===== config.mk =====
export PLATFORM = sky130hd
export DESIGN_NAME = uart_rx_os16
export DESIGN_NICKNAME = d
export VERILOG_FILES = /design/src/rtl/uart_rx_os16.sv
export SDC_FILE = /design/constraint.sdc
export NUM_CORES = 1
export LEC_CHECK = 0
export ABC_AREA = 1
export BUFFER_PORTS_ARGS = -buffer_cell sky130_fd_sc_hd__buf_2
export CAP_MARGIN = 0
export CORE_ASPECT_RATIO = 1.1
export CORE_UTILIZATION = 55
export DETAILED_ROUTE_END_ITERATION = 10
export PLACE_DENSITY = 0.73
export SKIP_LAST_GASP = 1
export SYNTH_ARGS = -nofsm -noshare
export SYNTH_HDL_FRONTEND = slang
export SYNTH_SLANG_ARGS = --single-unit

===== constraint.sdc =====
create_clock -name clk_50m -period 1.8 [get_ports clk_50m]
set_clock_uncertainty 0.2 [all_clocks]
set_input_delay 0.18 -clock clk_50m [delete_from_list [all_inputs] [get_ports clk_50m]]
set_output_delay 0.18 -clock clk_50m [all_outputs]
set_load 0.03 [all_outputs]

===== src/rtl/uart_rx_os16.sv =====
// uart_rx_os16: 16x-oversampled UART receiver (8N1, optional parity) with one-cycle strobe output
//
// Ports:
//   clk_50m        system clock, sole clock of the block
//   rst_n          asynchronous active-low reset, released synchronously upstream
//   baud16         16x baud square wave, sampled as data (never used as a clock)
//   rx_in          asynchronous serial line, idle high
//   rx_data        last received data word, LSB received first
//   rx_valid       one-cycle strobe: rx_data and error flags updated
//   rx_frame_err   stop bit sampled low in the last frame
//   rx_parity_err  parity mismatch in the last frame (0 when PARITY = 0)
//   rx_busy        high while a frame is in progress
//
// Parameters:
//   DATA_BITS      data bits per frame (5..8)
//   PARITY         0 = none, 1 = odd, 2 = even
module uart_rx_os16 #(
    parameter int DATA_BITS = 8,
    parameter int PARITY    = 0
) (
    input  logic                 clk_50m,
    input  logic                 rst_n,
    input  logic                 baud16,
    input  logic                 rx_in,
    output logic [DATA_BITS-1:0] rx_data,
    output logic                 rx_valid,
    output logic                 rx_frame_err,
    output logic                 rx_parity_err,
    output logic                 rx_busy
);

    localparam int            IW   = $clog2(DATA_BITS);
    localparam logic [IW-1:0] LAST = IW'(DATA_BITS - 1);

    typedef enum logic [2:0] {
        S_IDLE,
        S_START,
        S_DATA,
        S_PAR,
        S_STOP,
        S_BRK
    } state_t;

    state_t               state, state_n;
    logic                 rx_m, rx_s;
    logic                 b_m, b_s, b_d;
    logic                 tick;
    logic [3:0]           os_cnt, os_n;
    logic [IW-1:0]        bit_idx, idx_n;
    logic [DATA_BITS-1:0] sh, sh_n;
    logic                 par_bit, par_n;
    logic                 strobe;
    logic                 pe;

    // b_d delays the synchronized baud wave so its rising edge yields a one-cycle tick
    assign tick    = b_s & ~b_d;
    assign rx_busy = state != S_IDLE;

    // With odd parity the data plus parity bit must hold an odd number of ones
    assign pe = PARITY == 1 ? ~(^sh ^ par_bit) :
                PARITY == 2 ?  (^sh ^ par_bit) : 1'b0;

    always_comb begin
        state_n = state;
        os_n    = os_cnt;
        idx_n   = bit_idx;
        sh_n    = sh;
        par_n   = par_bit;
        strobe  = 1'b0;
        if (tick) begin
            os_n = os_cnt + 4'd1;
            case (state)
                S_IDLE: begin
                    os_n = 4'd0;
                    if (!rx_s) state_n = S_START;
                end
                S_START: if (os_cnt == 4'd7) begin
                    os_n    = 4'd0;
                    idx_n   = '0;
                    state_n = rx_s ? S_IDLE : S_DATA;
                end
                S_DATA: if (os_cnt == 4'd15) begin
                    sh_n[bit_idx] = rx_s;
                    idx_n         = bit_idx + 1'b1;
                    if (bit_idx == LAST) state_n = PARITY != 0 ? S_PAR : S_STOP;
                end
                S_PAR: if (os_cnt == 4'd15) begin
                    par_n   = rx_s;
                    state_n = S_STOP;
                end
                S_STOP: if (os_cnt == 4'd15) begin
                    strobe  = 1'b1;
                    state_n = rx_s ? S_IDLE : S_BRK;
                end
                S_BRK: begin
                    os_n = 4'd0;
                    if (rx_s) state_n = S_IDLE;
                end
                default: state_n = S_IDLE;
            endcase
        end
    end

    always_ff @(posedge clk_50m or negedge rst_n) begin
        if (!rst_n) begin
            rx_m          <= 1'b1;
            rx_s          <= 1'b1;
            b_m           <= 1'b0;
            b_s           <= 1'b0;
            b_d           <= 1'b0;
            state         <= S_IDLE;
            os_cnt        <= 4'd0;
            bit_idx       <= '0;
            sh            <= '0;
            par_bit       <= 1'b0;
            rx_data       <= '0;
            rx_valid      <= 1'b0;
            rx_frame_err  <= 1'b0;
            rx_parity_err <= 1'b0;
        end else begin
            rx_m     <= rx_in;
            rx_s     <= rx_m;
            b_m      <= baud16;
            b_s      <= b_m;
            b_d      <= b_s;
            state    <= state_n;
            os_cnt   <= os_n;
            bit_idx  <= idx_n;
            sh       <= sh_n;
            par_bit  <= par_n;
            rx_valid <= strobe;
            if (strobe) begin
                rx_data       <= sh;
                rx_frame_err  <= ~rx_s;
                rx_parity_err <= pe;
            end
        end
    end

endmodule


## Word level (Yosys, flattened, before mapping)

Index checks and enable logic that the tools add are counted.

- Add/sub/neg operators: 2
- Mux-type cells: 21
- Bitwise logic cells: 3
- Reduce and logical (&&, ||, !) cells: 8
- Eq/ne operators: 15
- Order comparisons: 2

Operators with widths:

| operator | number |
|---|---|
| $mux W3 | 10 |
| $pmux W3 S6 | 1 |
| $ne A2 B2 Y1 const B | 7 |
| $eq A3 B3 Y1 const B | 3 |
| $bwmux W8 | 1 |
| $pmux W4 S2 | 1 |
| $reduce_and A8 Y1 | 1 |
| $eq A3 B2 Y1 const B | 2 |
| $pmux W3 S2 | 1 |
| $add A4 B1 Y4 const B | 1 |
| $eq A4 B3 Y1 const B | 1 |
| $eq A4 B4 Y1 const B | 1 |
| $lt A3 B4 Y1 const B | 1 |
| $mux W1 | 4 |
| $mux W4 | 1 |
| $reduce_and A4 Y1 | 1 |
| $add A3 B1 Y3 const B | 1 |
| $demux W1 S3 | 1 |
| $eq A3 B1 Y1 const B | 1 |
| $ge A3 B1 Y1 const B | 1 |
| $logic_not A3 Y1 | 1 |
| $reduce_and A3 Y1 | 1 |
| $reduce_bool A3 Y1 | 1 |
| $mux W2 | 1 |
| other kinds (5) | 6 |

- Word-level logic and storage cells: 63
- Bits of input ports: 4
- Register bits: 33
- Output and inout port bits: 12

## Logic depth before layout (Yosys ltp)

- Depth in word-level cells: 5
- Gate-level depth with buffers: 9
- Depth with buffers taken out: 9

## Worst setup path before layout

No wires, ideal clock.

- Path type: register -> register
- Start: register os_cnt[0]
- End: register sh[6]
- Arrival: 1.256 ns
- Buffers on the path: 1
- Setup time: 0.116 ns
- Path slack: 0.228 ns
- Data required time: 1.484 ns
- Stages on the path, launching flop included: 10
- Clock period less this slack: 1.572 ns
- Path through: dfrtp_1 > ha_1 > nand2_1 > inv_1 > nand2_1 > nor3_4 > buf_6 > nand2_1 > nand2_1 > nand2_1

- Word-level cells in the longest chain between the ends: 2

RTL lines:

| what | line | source |
|---|---|---|
| from (decl) | 48 | `logic [3:0] os_cnt, os_n;` |
| from (signal assigned) | 127 | `os_cnt <= os_n;` |
| $eq A4 B4 Y1 | 82 | `S_DATA: if (os_cnt == 4'd15) begin` |
| $reduce_and A3 Y1 (no line) | - |  |
| to (signal assigned) | 129 | `sh <= sh_n;` |
| to (decl) | 50 | `logic [DATA_BITS-1:0] sh, sh_n;` |

Every way passes these cells.
A chain may end at the register's enable or synchronous reset.

## Final worst setup path

- Start: register os_cnt[0]
- End: register rx_frame_err

- Word-level cells in the longest chain between the ends: 4

RTL lines:

| what | line | source |
|---|---|---|
| $eq A4 B4 Y1 | 91 | `S_STOP: if (os_cnt == 4'd15) begin` |
| $mux W1 | 91 |  |
| $mux W1 | 72 | `case (state)` |
| $mux W1 | 70 | `if (tick) begin` |
| to (signal assigned) | 134 | `rx_frame_err <= ~rx_s;` |
| to (decl) | 27 | `output logic rx_frame_err,` |

Every way passes these cells.

==> summary.txt <==
Synthesis
  • Syn avg cell area: 8.01 µm²
  • Most common cell in the netlist: nand2_1
  • Cell variety after synth: 23
  • Synth area leaders: dfrtp_1 48%, nand2_1 20%, nand3_1 7.2%
  • Post-synth EDFFs: 0
  • Syn_nets: about 210
  • Synth Flop Type: dfrtp_1
  • Cell accounting for the most synthesized area: dfrtp_1
  • Top-area cell type share of the netlist area: 0.484
  • Gate Count Post-Synth: 200
  • Synth cell count leaders: 84 x nand2_1, 31 x dfrtp_1, 23 x nand3_1
  • Mapped Area: approximately 1600 µm²
  • Post-synthesis sequential area ratio: 0.517
  • Synthesized flop and latch total: 33
  • Syn. warnings: 0
  • Ys async rst share: 1.00

Drt
  • WL final: 3090 µm
  • Post-DRT Antenna Nets: 0
  • Residual DRC: 0
  • Initial DRC count: 40
  • Via count: 1335
  • Drt first pass iters: 4
  • Average wire per standard cell: between 10 and 15 µm
  • Vias per cell: 5.17

Power
  • Logic gate share of total power: 0.276
  • Net Sw Frac: 0.351
  • Power Internal: 1.33 mW
  • Max VDD drop: approximately 770 µV
  • Pleak: around 1.0 nW
  • Pwr Density: approximately 1100 nW/µm²
  • Seq pwr share: 0.444
  • Total chip power: approximately 2 mW
  • Clock Power Share: 0.280
  • Psw: 719 µW

CTS
  • Clk buf depth: 2
  • Worst-skew pair later-pin latency: between 0.3 and 0.4 ns
  • CTS root buf: clkbuf_4
  • Clock-pin slew of the registers on the worst-case setup and hold paths: 0.10 ns
  • Htree depth: 2
  • CTS tree: done
  • Clk sink count: 33
  • CTS buffer count: 5

Min path
  • Hold_sp: rx_m$_DFF_PN1_
  • Worst Hold Class: reg2reg

Global routing
  • First-pass GRT wire length: around 5300 µm
  • Pin count of the biggest net entering global routing: 34
  • Overall routing resource usage: 0.238
  • Remaining Overflow, GRT: 0
  • Initial antenna violation count: 0
  • Vias in the first global route: between 1000 and 1500

STA
  • Max-slew violation count: 0
  • Final period util: 0.973
  • Worst-Margin Slew: 0.722 ns
  • Fin. Hold Viols: 0
  • Final setup violation count: 0
  • Maximum clock rate: ~570 MHz
  • Setup WS post-layout: slightly below 0.05 ns
  • Tmin final: ~1.8 ns
  • RSZ-0062 raised after global routing: yes
  • Relative slew slack: 0.519

Worst setup path
  • CP max FO: 10
  • Critical Path Source: os_cnt[0]$_DFFE_PN0P_
  • Setup crit end kind: flop
  • Setup CP Type: reg2reg
  • Reg2reg start: os_cnt[0]$_DFFE_PN0P_
  • Critical Path AT: between 1.5 and 2 ns
  • Startpoint Class: flop
  • Required time of the critical path: between 1.5 and 2 ns

Cells and area
  • Fin area: 1840 µm²
  • Post-route insts no fill: between 200 and 300
  • Layout cells sized above 1: 0.169
  • Antenna cells: 0
  • Synth-to-layout area growth: 15.1%
  • Final net count: 231

Status
  • Outcome: complete, no violations

Placed design
  • I/O Buffers: 14
  • Placed Instances: 245
  • Hpwl dp: between 2000 and 2500 µm
  • GP Congestion: around 0.93
  • Cell Area, Placed: about 1700 µm²
  • Pre-CTS setup slack: a little over 0.0009 ns

Die
  • Rows: 20
  • Core box area: approximately 2800 µm²
  • Number of I/O pins: 16
  • Initial core utilization: 0.577
  • Die X: 53.5 µm
  • Full die area: around 3100 µm²
  • Die height: between 50 and 60 µm

Flow run
  • Max Cap Viol: 0
## per-stage QoR
stage	utilization	hold slack, ns	TNS (ns)
5_1_grt	0.664	0.170	-0.0939
3_3_place_gp	0.610	0.0570	0
3_5_place_dp	0.610	0.0718	0
6_report	0.664	0.161	0
2_1_floorplan	-	-0.316	0
4_1_cts	0.653	0.163	0
## timing repair
action | CTS | global route
hold buffers | 3 | 0
hold endpoints to repair | 33 | 0
resized for setup | 2 | 5
cloned | 0 | 0
setup endpoints to repair | 9 | 18
buffers inserted | 0 | 2
## power groups by stage
stage               Combinational, mW  Sequential, mW  Clock, mW
global route                    0.630           0.918      0.627
CTS                             0.521           0.899      0.591
finish                          0.564           0.910      0.573
detailed placement              0.505           0.909          0
floorplan                       0.445           0.870          0
global placement                0.493           0.908          0
## routing by layer
layer	up-vias	GRT usage	wire [µm]
met2	36	0.389	1490
met5	-	0	0
li1	670	-	-
met1	620	0.266	1420
met3	9	0.0879	128
met4	0	0.120	60
## placed cells by master (no fill, tap or decap), types with 3 or more instances in the layout
cell type | Yosys | layout
inv_1 | 11 | 10
inv_2 | 2 | 3
inv_4 | 2 | 3
buf_2 | 2 | 14
dlygate4sd3_1 | 0 | 3
clkbuf_4 | 0 | 5
nor2_1 | 22 | 21
o21ai_0 | 5 | 5
nand2_1 | 84 | 84
buf_4 | 1 | 3
ha_1 | 3 | 3
dfrtp_1 | 31 | 31
nand3_1 | 23 | 23
## final timing paths
path	to	slack (ns)	cells after the start
setup / recovery	rx_frame_err$_DFFE_PN0P_	0.05	9
hold / removal	rx_s$_DFF_PN1_	0.16	0
setup reg to reg	rx_frame_err$_DFFE_PN0P_	0.05	9
hold reg to reg	rx_s$_DFF_PN1_	0.16	0
max in group asynchronous	sh[3]$_DFFE_PN0P_	0.70	2
min in group asynchronous	os_cnt[0]$_DFFE_PN0P_	0.24	2
## sequential cells by signal (all words and copies together), names as in the netlist, 3 cells and up
name,flops
rx_data,8
sh,8
os_cnt,4
bit_idx,3
state,3
## worst max-delay path: stages, from the launching register on
cell	delay, ns
dfrtp_1	0.37
ha_1	0.17
nand2_1	0.11
inv_2	0.10
nand3_1	0.13
inv_1	0.08
nand3_1	0.14
buf_6	0.20
nand2_1	0.06
o21ai_0	0.07
## final cells by class
class / instances / area [µm²]
Multi-Input combinational cell: 146 / 676
Clock inverter: 1 / 30.0
Clock buffer: 7 / 55.1
Fill cell: 233 / 935
Tap cell: 33 / 41.3
Sequential cell: 33 / 828
Inverter: 16 / 67.6
Timing Repair Buffer: 22 / 145
## kinds of logic after synthesis
family          share of synthesized area
other cells                       0.00234
fa+ha+maj                          0.0234
xor+xnor                          0.00547
simple gates                        0.363
compound gates                     0.0234
buf+inv                            0.0656
flops                               0.517
(Power assumes the default switching activity.)
